### src/rtl/traffic_light_controller.sv
// Main/side intersection Moore FSM with pedestrian phase; drives lamps and loads the external phase timer.
// Latency: honoured expired -> state change next edge -> start_timer pulse the edge after.
// Backpressure: none; expired is ignored until the freshly loaded timer is armed.
module traffic_light_controller #(
    parameter logic [3:0] T_BASE = 4'd6,
    parameter logic [3:0] T_EXT  = 4'd3,
    parameter logic [3:0] T_YEL  = 4'd2
) (
    input  logic       clock,
    input  logic       reset,
    input  logic       sensor,
    input  logic       walk_request,
    input  logic       expired,
    output logic       start_timer,
    output logic [3:0] value,
    output logic [2:0] main_lights,
    output logic [2:0] side_lights,
    output logic       walk
);

    typedef enum logic [2:0] {
        MAIN_GREEN  = 3'd0,
        MAIN_YELLOW = 3'd1,
        SIDE_GREEN  = 3'd2,
        SIDE_EXT    = 3'd3,
        SIDE_YELLOW = 3'd4,
        WALK        = 3'd5
    } state_t;

    state_t state, state_next;
    logic   walk_pend;
    logic   armed;
    logic   entry_q;
    logic   honoured;
    logic   entry_d;

    // Blanking during the load cycle hides stale expired from the previous phase.
    assign honoured = expired & armed & ~start_timer;

    always_ff @(posedge clock) begin
        if (reset) begin
            state       <= MAIN_GREEN;
            walk_pend   <= 1'b0;
            start_timer <= 1'b0;
            armed       <= 1'b0;
            entry_q     <= 1'b1;
        end else begin
            state       <= state_next;
            entry_q     <= entry_d;
            start_timer <= entry_q;
            if (honoured || entry_q)
                armed <= 1'b0;
            else if (start_timer)
                armed <= 1'b1;
            if (honoured && state == WALK)
                walk_pend <= 1'b0;
            else if (walk_request && state != WALK)
                walk_pend <= 1'b1;
        end
    end

    always_comb begin
        state_next  = state;
        entry_d     = honoured;
        main_lights = 3'b100;
        side_lights = 3'b100;
        walk        = 1'b0;
        value       = T_BASE;
        case (state)
            MAIN_GREEN: begin
                main_lights = 3'b001;
                if (honoured)
                    state_next = (sensor || walk_pend) ? MAIN_YELLOW : MAIN_GREEN;
            end
            MAIN_YELLOW: begin
                main_lights = 3'b010;
                value       = T_YEL;
                if (honoured)
                    state_next = SIDE_GREEN;
            end
            SIDE_GREEN: begin
                side_lights = 3'b001;
                if (honoured)
                    state_next = sensor ? SIDE_EXT : SIDE_YELLOW;
            end
            SIDE_EXT: begin
                side_lights = 3'b001;
                value       = T_EXT;
                if (honoured)
                    state_next = SIDE_YELLOW;
            end
            SIDE_YELLOW: begin
                side_lights = 3'b010;
                value       = T_YEL;
                if (honoured)
                    state_next = walk_pend ? WALK : MAIN_GREEN;
            end
            WALK: begin
                walk  = 1'b1;
                value = T_EXT;
                if (honoured)
                    state_next = MAIN_GREEN;
            end
            default: begin
                state_next = MAIN_GREEN;
                entry_d    = 1'b1;
            end
        endcase
    end

endmodule

### config.mk
export PLATFORM = sky130hd
export DESIGN_NAME = traffic_light_controller
export DESIGN_NICKNAME = d
export VERILOG_FILES = /design/src/rtl/traffic_light_controller.sv
export SDC_FILE = /design/constraint.sdc
export NUM_CORES = 1
export LEC_CHECK = 0
export BUFFER_PORTS_ARGS = -buffer_cell sky130_fd_sc_hd__buf_2
export CORE_AREA = 2 2 39 41
export CTS_BUF_LIST = sky130_fd_sc_hd__clkbuf_4 sky130_fd_sc_hd__clkbuf_8
export DETAILED_ROUTE_END_ITERATION = 6
export DIE_AREA = 0 0 41 43
export HOLD_SLACK_MARGIN = 0.05
export PLACE_DENSITY = 0.54
export SLEW_MARGIN = 20
export SYNTH_ARGS = -nofsm -noshare
export SYNTH_HDL_FRONTEND = slang
export SYNTH_SLANG_ARGS = --single-unit
### constraint.sdc
create_clock -name clock -period 1 [get_ports clock]
set_input_delay 0.2 -clock clock [delete_from_list [all_inputs] [get_ports clock]]
set_output_delay 0.2 -clock clock [all_outputs]
set_load 0.02 [all_outputs]
==> results.rst <==
.. list-table::
   :header-rows: 1

   * - Metric
     - Value
   * - Status
     - finished, violations left
   * - Failing checks
     - negative setup slack
   * - Worst Path Class, Setup
     - flop to output pin
   * - Register cell area after layout
     - 154 um^2
   * - Number of buffers between clock root and the deepest sink
     - 2
   * - Pins Over Slew Limit
     - 0
   * - Biggest fanout along the worst timing path
     - 6
   * - Die footprint
     - 1760 um^2
   * - IO Port Bufs
     - 14
   * - Crit path largest cell delay
     - 410 ps
   * - IR drop worst, VDD
     - 0.458 mV
   * - Footprint of the multi-input gates
     - 288 um^2
   * - Num CTS Buffers
     - 3
   * - WL/cell
     - 11.7 um
   * - Number of distinct library cells after synthesis
     - 24
   * - # fillers
     - 132
   * - Relative area change from synthesis to final layout
     - 77.7%
   * - Total power divided by cell area
     - 944 nW/um^2
   * - Arrival time reported for the critical path endpoint
     - 1070 ps
   * - Commonest non-fill, non-tap cell in the layout
     - sky130_fd_sc_hd__buf_4
   * - Fmax
     - 790 MHz
   * - First-pass detailed-route iteration total
     - 4
   * - Overall track demand over capacity in global routing
     - 0.136
   * - Setup skew after layout
     - 6.83 ps
   * - Final min period
     - 1270 ps
   * - Post-Syn Instances
     - 49
   * - Layout Nets
     - 77
   * - Number of antenna violations at the first check in global routing
     - 0
   * - Overall routed net length
     - 1.02 mm
   * - Yosys reg bits
     - 7
   * - Cell at the slowest stage of the critical path
     - sky130_fd_sc_hd__dfxtp_4
   * - Via Count
     - 410
   * - Setup repair after global routing missed its margin
     - true
   * - Final setup fails
     - 11
   * - Initial cell density of the core
     - 0.280
   * - Chain of cells forming the critical path
     - inv_6, nand2_4, inv_4, nor2_4, buf_6
   * - Maximum number of pins on one net before global-route repair
     - 8
   * - Total congestion overflow after global routing
     - 0
   * - Routability congestion estimate
     - 0.745
   * - Area of all placed cells without fillers
     - 689 um^2
   * - Count of clock tree sinks
     - 7
   * - Total core area
     - 1380 um^2
   * - Endpoint class of the critical path
     - output pin
   * - DIE HEIGHT
     - 43 um
   * - Sequential area share after synthesis
     - 0.361
   * - Initial detailed-routing violation count
     - 8
   * - Hold-fix buffers, CTS
     - 0
   * - Level count of the clock H-tree
     - 1
   * - Width of the die
     - 41 um
   * - Smallest hold slack
     - 175 ps
   * - Post-route clock period utilization
     - 1.27
   * - Reg2reg setup slack
     - -30 ps
   * - Final sum of negative setup slack
     - -1940 ps
   * - Via density per instance
     - 4.71
   * - Instance area at placement
     - 519 um^2
   * - Detailed-route DRC error count
     - 0
   * - Fraction of layout cells with a size suffix above 1
     - 0.676
   * - Clock tree from TritonCTS
     - yes
   * - PnR worst setup slack
     - -266 ps
   * - Clk pin slew, worst setup/hold paths
     - 60 ps
   * - Worst Setup Slack post-DPL
     - -86.0 ps
   * - Number of antenna cells inserted
     - 0
   * - Insertion delay to the later sink of the worst-skew pair
     - 260 ps
   * - Vias in the first global route
     - 382
   * - Std-Cell Rows
     - 14
   * - LEAKAGE
     - 0.306 nW
   * - Root buf cell
     - sky130_fd_sc_hd__clkbuf_4
   * - Final hold violations
     - 0
   * - Synthesized net count
     - 54
   * - Netlist area before placement
     - 388 um^2
   * - Sum of net half-perimeters after detailed placement
     - 634 um
   * - Highest-count cells in the layout ignoring fill and taps
     - sky130_fd_sc_hd__buf_4 (10), sky130_fd_sc_hd__buf_6 (6), sky130_fd_sc_hd__buf_2 (5)
   * - Number of warnings printed during yosys synthesis
     - 0
   * - Worst hold-check path type
     - input port to flop
   * - I/O pins
     - 17
   * - Wire length of the first global-routing pass
     - 1.57 mm
   * - Type of element launching the critical path
     - flop
   * - Residual antenna-violating net count after detailed routing
     - 0
   * - Data required time of the worst path
     - 800 ps
   * - Mapped Avg Cell Area
     - 7.92 um^2
   * - Max-cap violation count
     - 0
==> kinds of logic (layout without fill, tap and decap cells) <==
logic type / Yosys count / in the layout / synth area share
AND/OR/NAND/NOR: 19 / 19 / 0.290
AO/OA/AOI/OAI: 12 / 12 / 0.203
buffers and inverters: 9 / 31 / 0.126
flip-flops: 7 / 7 / 0.361
other: 2 / 2 / 0.0194
==> per-stage QoR <==
| step | total power, mW | cells | util |
|---|---|---|---|
| after floorplan | 0.340 | 49 | - |
| after global placement | 0.356 | 79 | 0.375 |
| after detailed placement | 0.357 | 79 | 0.375 |
| after CTS | 0.648 | 86 | 0.465 |
| after global routing | 0.686 | 87 | 0.498 |
| final | 0.651 | 87 | 0.498 |
==> worst max-delay path, delay by kind of cell (launching register included) <==
kind	cells	cell delay, ps
flip-flops	1	410
buffers and inverters	3	210
AND/OR/NAND/NOR	2	180
==> sequential cells by signal (all words and copies together) (netlist names) <==
signal and cells:
walk_pend 1, start_timer 1, state 3, armed 1, entry_q 1
==> report_power, final <==
group / switching, mW / internal, mW
Sequential: 0.00840 / 0.283
Combinational: 0.0373 / 0.0269
Clock: 0.116 / 0.180
==> final timing paths <==
kind,depth (start not counted),endpoint,startpoint
worst max-delay path,5,side_lights[2],state[2]$_SDFFE_PP0P_
worst min-delay path,3,walk_pend$_SDFFE_PP0P_,walk_request
worst max register to register,4,state[0]$_SDFFE_PP0P_,state[1]$_SDFFE_PP0P_
worst min register to register,1,armed$_SDFFE_PP0P_,entry_q$_SDFF_PP1_
==> cell type report <==
class	count	area share
inverter	6	0.0436
sequential	7	0.223
clock buffer	4	0.0436
tap	16	0.0290
timing repair buffer	21	0.243
multi-input combinational	33	0.417
==> Yosys cell counts (all sizes together) <==
| cell | count | share of area |
|---|---|---|
| nor2 | 5 | 0.048 |
| nand3b | 2 | 0.071 |
| a21o | 1 | 0.019 |
| nand2 | 6 | 0.058 |
| a21oi | 5 | 0.074 |
| conb | 2 | 0.019 |
| nand2b | 2 | 0.032 |
| o21ai | 2 | 0.026 |
| a22oi | 1 | 0.019 |
| nor3 | 1 | 0.013 |
| nor2b | 1 | 0.016 |
| buf | 3 | 0.068 |
| o31ai | 1 | 0.019 |
| dfxtp | 7 | 0.36 |
| a31o | 1 | 0.023 |
| o32ai | 1 | 0.023 |
| nor4b | 1 | 0.039 |
| nand3 | 1 | 0.013 |
| inv | 6 | 0.058 |
==> what timing repair did <==
item / in CTS / in global routing
buffers inserted: 3 / 2
pin swaps: 3 / 5
gates cloned: 0 / 0
resized for setup: 24 / 9
setup endpoints to repair: 11 / 13
endpoints found under the hold margin: 0 / 0
==> layer usage <==
layer	wire [um]	share of wire	track usage
met5	0	0	0
met4	10	0.0098	0.0800
met3	62	0.061	0.0471
met2	550	0.54	0.216
met1	397	0.39	0.147
(Power assumes the default switching activity.)
